## config.mk

```make
export PLATFORM = sky130hd
export DESIGN_NAME = execution_pipe
export DESIGN_NICKNAME = d
export VERILOG_FILES = /design/src/rtl/execution_pipe.sv
export SDC_FILE = /design/constraint.sdc
export NUM_CORES = 1
export LEC_CHECK = 0
export CAP_MARGIN = 20
export CORE_ASPECT_RATIO = 0.8
export CORE_MARGIN = 8
export CORE_UTILIZATION = 40
export CTS_CLUSTER_SIZE = 24
export DETAILED_ROUTE_END_ITERATION = 6
export PLACE_DENSITY = 0.62
export RECOVER_POWER = 50
export REMOVE_ABC_BUFFERS = 1
export SYNTH_ARGS = -nofsm -noshare
export SYNTH_HDL_FRONTEND = slang
export SYNTH_SLANG_ARGS = --single-unit
```

## constraint.sdc

```tcl
create_clock -name clk -period 3.3 [get_ports clk]
set_input_delay 0.66 -clock clk [delete_from_list [all_inputs] [get_ports clk]]
set_output_delay 0.66 -clock clk [all_outputs]
set_load 0.02 [all_outputs]
```

## src/rtl/execution_pipe.sv

```systemverilog
// Execution stage: ALU or immediate pass-through with valid/ready handshake, flags and flush.
// Define EXECUTION_PIPE_MUL_EN to replace SRA (aluctr=111) with a W-cycle shift-add multiplier.
module execution_pipe #(
  parameter int unsigned W  = 16,
  parameter int unsigned RA = 4
) (
  input  logic          clk,
  input  logic          rst,
  input  logic          flush,
  input  logic          in_valid,
  output logic          in_ready,
  input  logic [W-1:0]  rd_data,
  input  logic [W-1:0]  s0,
  input  logic [W-1:0]  im,
  input  logic [2:0]    aluctr,
  input  logic          s2ctr,
  input  logic          we,
  input  logic [RA-1:0] rdest_r,
  output logic          out_valid,
  input  logic          out_ready,
  output logic [W-1:0]  s2,
  output logic          we_r,
  output logic [RA-1:0] rdest_rr,
  output logic          zf,
  output logic          cf
);

  localparam int unsigned SW = $clog2(W);

  logic          out_valid_q, out_valid_d;
  logic [W-1:0]  s2_q, s2_d;
  logic          we_r_q, we_r_d;
  logic [RA-1:0] rdest_rr_q, rdest_rr_d;
  logic          zf_q, zf_d;
  logic          cf_q, cf_d;

  logic [W-1:0]  alu_res_c;
  logic          alu_cf_c;
  logic [W:0]    sum_c;
  logic [W:0]    diff_c;
  logic [SW-1:0] shamt_c;
  logic [W-1:0]  load_res_c;
  logic          load_cf_c;
  logic          idle_c;
  logic          accept_c;

`ifdef EXECUTION_PIPE_MUL_EN
  typedef enum logic [1:0] {S_IDLE, S_MUL, S_DONE} state_t;

  state_t        state_q, state_d;
  logic [SW-1:0] cnt_q, cnt_d;
  logic [W-1:0]  acc_q, acc_d;
  logic [W-1:0]  mcand_q, mcand_d;
  logic [W-1:0]  mplier_q, mplier_d;
  logic          mwe_q, mwe_d;
  logic [RA-1:0] mrd_q, mrd_d;
  logic          start_mul_c;

  assign idle_c      = (state_q == S_IDLE);
  assign start_mul_c = (aluctr == 3'b111) && !s2ctr;
`else
  assign idle_c = 1'b1;
`endif

  assign in_ready = idle_c && (!out_valid_q || out_ready) && !flush;
  assign accept_c = in_valid && in_ready;

  // Single-cycle ALU; carry is the (W+1)th sum bit, borrow the (W+1)th difference bit.
  always_comb begin
    alu_res_c = '0;
    alu_cf_c  = 1'b0;
    shamt_c   = s0[SW-1:0];
    sum_c     = {1'b0, rd_data} + {1'b0, s0};
    diff_c    = {1'b0, rd_data} - {1'b0, s0};
    case (aluctr)
      3'b000: begin
        alu_res_c = sum_c[W-1:0];
        alu_cf_c  = sum_c[W];
      end
      3'b001: begin
        alu_res_c = diff_c[W-1:0];
        alu_cf_c  = diff_c[W];
      end
      3'b010: alu_res_c = rd_data & s0;
      3'b011: alu_res_c = rd_data | s0;
      3'b100: alu_res_c = rd_data ^ s0;
      3'b101: alu_res_c = rd_data << shamt_c;
      3'b110: alu_res_c = rd_data >> shamt_c;
`ifndef EXECUTION_PIPE_MUL_EN
      3'b111: alu_res_c = W'($signed(rd_data) >>> shamt_c);
`endif
      default: ;
    endcase
  end

  assign load_res_c = s2ctr ? im : alu_res_c;
  assign load_cf_c  = s2ctr ? 1'b0 : alu_cf_c;

  // Next state: flush wins, then drain/accept, then multiplier progress.
  always_comb begin
    out_valid_d = out_valid_q;
    s2_d        = s2_q;
    we_r_d      = we_r_q;
    rdest_rr_d  = rdest_rr_q;
    zf_d        = zf_q;
    cf_d        = cf_q;
`ifdef EXECUTION_PIPE_MUL_EN
    state_d  = state_q;
    cnt_d    = cnt_q;
    acc_d    = acc_q;
    mcand_d  = mcand_q;
    mplier_d = mplier_q;
    mwe_d    = mwe_q;
    mrd_d    = mrd_q;
`endif
    if (flush) begin
      out_valid_d = 1'b0;
`ifdef EXECUTION_PIPE_MUL_EN
      state_d = S_IDLE;
`endif
    end else begin
      if (out_ready) begin
        out_valid_d = 1'b0;
      end
      if (accept_c) begin
`ifdef EXECUTION_PIPE_MUL_EN
        if (start_mul_c) begin
          mcand_d  = rd_data;
          mplier_d = s0;
          mwe_d    = we;
          mrd_d    = rdest_r;
          acc_d    = '0;
          cnt_d    = '0;
          state_d  = S_MUL;
        end else
`endif
        begin
          out_valid_d = 1'b1;
          s2_d        = load_res_c;
          we_r_d      = we;
          rdest_rr_d  = rdest_r;
          zf_d        = (load_res_c == '0);
          cf_d        = load_cf_c;
        end
      end
`ifdef EXECUTION_PIPE_MUL_EN
      case (state_q)
        S_MUL: begin
          acc_d    = acc_q + (mplier_q[0] ? mcand_q : '0);
          mcand_d  = mcand_q << 1;
          mplier_d = mplier_q >> 1;
          cnt_d    = cnt_q + SW'(1);
          if (cnt_q == SW'(W - 1)) begin
            state_d = S_DONE;
          end
        end
        S_DONE: begin
          if (!out_valid_q || out_ready) begin
            out_valid_d = 1'b1;
            s2_d        = acc_q;
            we_r_d      = mwe_q;
            rdest_rr_d  = mrd_q;
            zf_d        = (acc_q == '0);
            cf_d        = 1'b0;
            state_d     = S_IDLE;
          end
        end
        default: ;
      endcase
`endif
    end
  end

  always_ff @(posedge clk or negedge rst) begin
    if (!rst) begin
      out_valid_q <= 1'b0;
      s2_q        <= '0;
      we_r_q      <= 1'b0;
      rdest_rr_q  <= '0;
      zf_q        <= 1'b0;
      cf_q        <= 1'b0;
`ifdef EXECUTION_PIPE_MUL_EN
      state_q  <= S_IDLE;
      cnt_q    <= '0;
      acc_q    <= '0;
      mcand_q  <= '0;
      mplier_q <= '0;
      mwe_q    <= 1'b0;
      mrd_q    <= '0;
`endif
    end else begin
      out_valid_q <= out_valid_d;
      s2_q        <= s2_d;
      we_r_q      <= we_r_d;
      rdest_rr_q  <= rdest_rr_d;
      zf_q        <= zf_d;
      cf_q        <= cf_d;
`ifdef EXECUTION_PIPE_MUL_EN
      state_q  <= state_d;
      cnt_q    <= cnt_d;
      acc_q    <= acc_d;
      mcand_q  <= mcand_d;
      mplier_q <= mplier_d;
      mwe_q    <= mwe_d;
      mrd_q    <= mrd_d;
`endif
    end
  end

  assign out_valid = out_valid_q;
  assign s2        = s2_q;
  assign we_r      = we_r_q;
  assign rdest_rr  = rdest_rr_q;
  assign zf        = zf_q;
  assign cf        = cf_q;

endmodule

```

==> run summary, run 1 <==
The flow ran to the end, but the final reports show violations. The final reports fail on setup timing. For the met3 routing resource usage after global routing, the log shows 6.13%. The tools report the pin count of the biggest net entering global routing as 34.

The layout-stage area growth over the synthesis result is 60.6%, and the antenna cell count is 0. In this run switching power makes up 41.6% of total power. For the worst clock skew, the log shows 3.13 ps. For the final count of negative-setup-slack endpoints, the log shows 2. Via count of the first global-routing pass: 6842. Headroom to the max-slew limit came out at 32.8%.

After technology mapping, the gate count stands at 676. The tools report the internal power as 1.24 mW. The tools report the number of antenna-violating nets in the routed design as 0. Of the synthesized area, sequential elements account for 11.2%. In the synthesized netlist the async set-or-reset flop fraction comes to 100%. The logs give 601 um2 for the sequential cell area in the final layout and 270 ps for the clock network latency to the later pin of the worst-skew pair. Dividing the synthesized area by the synthesized cell count gives 7.94 um2.

For this configuration, the core starts out at a cell density of 40.2%. The min-delay analysis places its worst path in the category flop to flop. The first-pass iteration count of the detailed router was 5.

Across the run, the number of max-cap violations was 0. In this run the biggest area consumer among cell types represents 11.4% of the synthesized area. Once placement finished, the instance area stood at 0.00790 mm2.

The number of endpoints with negative hold slack in the final report came out at 0. The region available for standard cell placement spans 0.0134 mm2. The worst-case IR drop observed on VDD is 0.267 mV. In the routed design, unresolved DRC markers number 0. The floorplan step defined a die boundary enclosing 0.0174 mm2.

The total number of vias was 6918. The tools report the total area of multi-input combinational cells as 0.00475 mm2. The share of total power dissipated in sequential elements is 17.5%.

Total count of max-transition violations in the final report: 0. The number of core rows was 38; the timing-limited maximum frequency was 0.285 GHz. Post-detailed-routing wire length: 26.1 mm.

After layout, the worst path uses 106% of the clock period. Quantity of I/O buffers inserted on ports: 86. The startpoint type of the worst setup path is an input port. Measured along the x axis, the die boundary spans 146 um. The number of H-tree levels was 1; the die span in y was 120 um. The start-to-end type of the worst setup path was input port to flop. Dividing the detail-routed wire length by the instance count gives 23.1 um. The run gives 87 as the number of placed I/O pins. After the last flow step, the layout net total stands at 1068. Combinational cells account for 69.9% of the total power. The analysis attributes to cell leakage a power of 3.83 nW. The setup TNS is -217 ps, and the arrival time of the worst setup path is 3690 ps. Power comes to 2.12 mW.

Once layout is done, the placed cells without fillers occupy 0.00862 mm2. Prevailing post-synth register cell: dfrtp_1. For the final critical-path setup slack, the log shows -203 ps.

TritonCTS built the clock tree. The total of warnings raised by yosys came out at 0. In this run, the number of DRC markers left after iteration 0 of detailed routing was 679. The cell area power density is 246 mW/mm2, and the largest fanout on the critical path is 4. The fraction of met2 tracks used by global routing was 44.8%.

Setup repair after global routing could not meet its margin everywhere. The first global-routing pass estimated 40.1 mm of wire. Counting distinct cell types in the post-synthesis netlist gives 87.

Counting along the longest clock path gives a buffer depth of 2. The clock drives 24 sinks. Before CTS, the worst setup slack after placement is -899 ps. The busiest metal layer after global routing is met2. Detailed placement ended at an HPWL of 20.9 mm. At the pin with the least slew margin, the transition time is 1010 ps.

For the final weighted congestion of routability-driven global placement, the log shows 1.01. The via density per instance works out to 6.11. The clock-pin slew reported for the worst setup and hold paths after clock tree synthesis came out at 60 ps. Counting the fill cells in the layout gives 1151. For the worst setup path, the data required time is 3490 ps. By area the synthesized netlist is led by ha_1 (11%), dfrtp_1 (11%), mux4_2 (10%). The aggregate global-route resource usage was 28.8%; the switching component of the power was 0.883 mW. The number of synthesized flops with an enable pin is 0. Global routing used 40.0% of the available met1 tracks.

The biggest area contributor in the post-synthesis netlist is ha_1. After layout, the minimum clock period comes to 3500 ps. The run gives 580 ps as the slack of the worst reg-to-reg path.

The tools report the endpoint class of the critical path as a flop. In this run, the clock network consumes 12.6% of the power. TritonCTS created 3 clock buffers.

The leftover overflow at the end of global routing is 0, and the share of final-layout standard cells stronger than drive strength 1 is 39.9%. The initial antenna violation count came out at 0. The tools report the CTS root buffer as clkbuf_16. The number of synthesized register bits was 24. The mapped netlist covers 0.00537 mm2.
[worst paths after layout]
check	depth (start not counted)	start	end
min in group asynchronous	1	rst	s2[0]
worst min register to register	2	s2[2]	s2[2]
worst min-delay path	2	s2[2]	s2[2]
max in group asynchronous	2	rst	s2[14]
worst max register to register	9	out_valid	zf
worst max-delay path	14	s0[1]	zf
[Yosys cell counts, types with 6 or more instances]
master and number:
o31ai_1 8, mux2_2 14, nand2_1 53, a221o_1 9
nand3_1 15, a211oi_1 10, dfrtp_1 24, o21ai_0 33
nand2b_1 7, ha_1 49, nor2b_1 12, a221oi_1 10
mux4_2 25, inv_1 51, nor3_1 19, a21o_1 6
xnor2_1 6, buf_2 14, buf_6 6, mux2i_1 17
a31oi_1 6, clkbuf_1 35, nor2_1 53, a21oi_1 46
o211ai_1 15
[timing repair]
action,in CTS,in global routing
cloned,1,0
pin swaps,21,10
hold buffers,0,0
gates resized for setup,74,46
endpoints found under the setup margin,12,7
buffers inserted,8,9
[cells by family after synthesis]
| kind of cell | synth area share, % |
|---|---|
| compound gates | 29.3 |
| xor+xnor | 1.14 |
| fa+ha+maj | 12.2 |
| buf+inv | 8.99 |
| flops | 11.2 |
| mux | 17.8 |
| simple gates | 19.5 |
[cell type report]
| type | instances | share of cell area, % |
|---|---|---|
| Timing Repair Buffer | 332 | 32.2 |
| Tap cell | 180 | 2.61 |
| Multi-Input combinational cell | 542 | 55.0 |
| Inverter | 52 | 2.31 |
| Clock buffer | 3 | 0.871 |
| Sequential cell | 24 | 6.96 |
[registers in the layout (all words and copies together) (netlist names)]
register,flops
s2,16
we_r,1
rdest_rr,4
out_valid,1
zf,1
cf,1
[through the flow]
stage	utilization (%)	hold slack (ps)	cells
after floorplan	-	364	618
after global placement	59.1	468	1111
after detailed placement	59.1	467	1111
after CTS	62.7	497	1123
after global routing	64.5	513	1133
final	64.5	487	1133
[cell usage in the layout, fill, tap and decap left out, drive strengths merged, types with 24 or more instances in the layout]
master,count
dfrtp,24
a21oi,47
mux4,25
buf,247
ha,49
nand2,53
o21ai,34
clkdlybuf4s50,61
inv,51
nor2,54
[worst max-delay path: stages]
cell        delay, ps
buf_4             110
clkinvlp_4        140
buf_4             170
fa_2              360
nor2b_4           140
o211ai_1          300
buf_4             180
nand4_1           250
a31oi_1           290
o31ai_1           130
o32ai_2           300
nand3_1            90
or4_1             420
o21ai_1           140
[layer usage]
metal  up-vias  routed length [um]
li1       3117                   -
met1      3320               11500
met2       425               11200
met3        56                2730
met4         0                 771
met5         -                   0
[power groups by stage]
stage | Clock [mW] | Sequential, mW | Combinational [mW]
2_1_floorplan | 0 | 0.439 | 0.507
3_3_place_gp | 0 | 0.375 | 1.32
3_5_place_dp | 0 | 0.377 | 1.33
4_1_cts | 0.274 | 0.372 | 1.42
5_1_grt | 0.286 | 0.377 | 1.57
6_report | 0.267 | 0.372 | 1.48
No activity file was read; power rests on OpenSTA's default activity.
==> run 2: changes to the inputs <==
MAX_ROUTING_LAYER = met4   (was not set)
==> run summary, run 2 (synthesis results as in run 1) <==
The post-detailed-routing wire length was 26.7 mm (+2.1%); the worst max-slew margin expressed relative to the limit was 35.0% (+2.2 points). For the antenna cell count, the log shows 0 (unchanged). TritonCTS built the clock tree. The cell area power density came out at 245 mW/mm2 (-0.60%).

By startpoint and endpoint, the worst setup path is classified as input port to flop. The via density per instance was 6.07 (-0.54%). The worst setup path is captured at a flop.

The stage delay of the slowest cell on the critical path is 530 ps (+110 ps). The largest fanout on the critical path is 12 (+8). For the initial antenna violation count, the log shows 0 (unchanged). Cell depth of the worst min-delay path: 2 (unchanged). The most common cell after layout, fill and taps aside is buf_4.

The wire length of the first global-routing pass was 40.7 mm (+1.5%); the number of sinks on the clock net was 24 (unchanged). The tree is rooted in a clkbuf_16. The tools report the worst endpoint required time as 3480 ps (about the same). The signal on the critical path passes through dlygate4sd2_1, buf_4, mux4_2, o211a_1, a2111oi_4, o31ai_4, o32ai_4, nand3_1, or4_1, o21ai_1.

The checks that failed: setup timing. The number of placed I/O pins is 87 (unchanged). The max-capacitance violation count came out at 0 (unchanged).

The worst clock skew was 3.09 ps (-0.0385 ps); the via count of the first global-routing pass was 6991 (+2.2%). The flip-flop count of the largest register, all copies and words added is 16 (unchanged), and the pin count of the biggest net entering global routing is 34 (unchanged). Initial core utilization: 40.2% (unchanged). Cell type of the slowest stage on the worst timing path: mux4_2. Cell count of the worst reg-to-reg path: 9 (unchanged).

The type of the tightest min-delay check is flop to flop. For the number of core rows, the log shows 38 (unchanged). The number of standard cells in the layout, taps in and fillers out was 1155 (+1.9%); the layout-stage area growth over the synthesis result was 65.6%. The run gives 0 (unchanged) as the number of antenna-violating nets in the routed design. The worst setup path is launched from an input port. For the number of endpoints with negative hold slack in the final report, the log shows 0 (unchanged).

The run gives 3.95 nW (+3.2%) as the static leakage power. Setup repair after global routing could not meet its margin everywhere. The remaining design rule violation count was 0 (unchanged).

The aggregate global-route resource usage came out at 30.5% (+1.6 points). The clock-pin slew reported for the worst setup and hold paths after clock tree synthesis was 60 ps (about the same); the total count of max-transition violations in the final report was 0 (unchanged). Beginning of the worst register-to-register path: out_valid. Count of hold buffers inserted by post-cts repair: 0 (unchanged).

For the cell count after placement, the log shows 1128 (+1.5%). Number of buffers created by CTS: 3 (unchanged). The die span in y was 120 um (unchanged); the highest ir drop seen on vdd was 0.247 mV (-7.6%).

The initial detailed-routing violation count was 668 (-1.6%). The first-pass iteration count of the detailed router is 5 (unchanged), and the average wire length per cell after detail routing is 23.1 um (+0.16%). The slack of the worst reg-to-reg path is 530 ps (-50 ps), and the die outline area is 0.0174 mm2 (unchanged). The tools report the final-stage net count as 1090 (+2.1%).

The run gives 21.1 mm (+1.1%) as the half-perimeter wire length after placement. The endpoint identified for the worst register-to-register timing path is zf. The tools report the hold path startpoint as s2[9].

The core region area came out at 0.0134 mm2 (unchanged). The path with the worst hold slack has its endpoint at s2[9]. The quantity of I/O buffers inserted on ports came out at 86 (unchanged).

For the final weighted congestion of routability-driven global placement, the log shows 1.07 (+5.8%). The flow ran to the end, but the final reports show violations. The run gives 1118 (-2.9%) as the number of filler instances in the final layout. The final critical-path setup slack is -54.7 ps (+148 ps). The die boundary width works out to 146 um (unchanged). Leaving out fill and tap cells, the most frequent cells in the layout are buf_4 (252), nor2_1 (53), nand2_1 (53). The logs give 2 (unchanged) for the deepest clock path buffer count and 3540 ps (-150 ps) for the arrival time of the worst setup path.

The final critical-path share of the clock period was 102% (-4.5 points); the final cell utilization of the core was 66.6% (+2.0 points). The final critical path time including I/O delays and setup is 3350 ps (-148 ps), and the total number of vias is 7014 (+1.4%). The share of final-layout standard cells stronger than drive strength 1 was 43.0% (+3.1 points); the number of H-tree levels was 1 (unchanged). The final count of negative-setup-slack endpoints was 1 (-1); the clock network latency to the later pin of the worst-skew pair was 260 ps (about the same). For the leftover overflow at the end of global routing, the log shows 0 (unchanged).

The power consumption is 2.18 mW (+2.5%), and the slew at the pin closest to its max-slew limit is 975 ps (-33.2 ps). The tools report the timing-limited maximum frequency as 0.298 GHz (+4.4%).
[run 2: cell types whose count changed in the layout (fill, tap and decap cells not counted), moves of 4 or more]
cell	previous run	this run
buf_4	232	252
clkdlybuf4s50_1	61	46
dlygate4sd2_1	8	21
inv_1	42	36
inv_2	9	14
buf_6	8	12
ha_4	11	15
o21ai_0	29	25
o21ai_1	4	8
[run 2: power by group]
group          switching [mW]  total (mW)  internal (mW)
clock network           0.106       0.266          0.161
logic                   0.775        1.54          0.764
registers              0.0263       0.371          0.345
[run 2: metal layers]
metal / vias to the layer above / track usage, % / wire length [um]
li1: 3167 / - / -
met1: 3418 / 39.3 / 11500
met2: 373 / 45.5 / 11600
met3: 56 / 8.80 / 2750
met4: 0 / 8.89 / 810
met5: - / - / 0
[run 2: worst max path at each step]
stage | from | endpoint
after floorplan | rd_data[0] | zf
after global placement | rd_data[0] | zf
after detailed placement | rd_data[0] | zf
after CTS | rd_data[10] | zf
after global routing | s0[1] | zf
final | rd_data[4] | zf
[run 2: cell type report]
| type | instances | area, um2 | share of cell area (%) |
|---|---|---|---|
| multi-input combinational | 542 | 4850 | 54.6 |
| sequential | 24 | 601 | 6.75 |
| clock buffer | 3 | 75.1 | 0.844 |
| inverter | 52 | 201 | 2.27 |
| timing repair buffer | 354 | 2940 | 33.0 |
| tap | 180 | 225 | 2.53 |
[run 2: worst max-delay path, delay by kind of cell]
kind | cells | cell delay, ps
compound gates | 5 | 1300
buf+inv | 2 | 460
mux | 1 | 530
simple gates | 2 | 590
[run 2: what timing repair did]
action,4_1_cts,5_1_grt
endpoints found under the setup margin,11,4
pin swaps,27,33
endpoints found under the hold margin,0,0
gates resized for setup,125,39
setup buffers,18,6
[run 2: stage by stage]
stage / hold WS [ps] / setup WS, ps / area, um2 / TNS [ps]
after floorplan: 364 / 76.5 / 5080 / 0
after global placement: 465 / -704 / 8020 / -4440
after detailed placement: 474 / -853 / 8020 / -5080
after CTS: 488 / 1.98 / 8670 / 0
after global routing: 519 / -82.2 / 8890 / -164
final: 475 / -54.7 / 8890 / -54.7
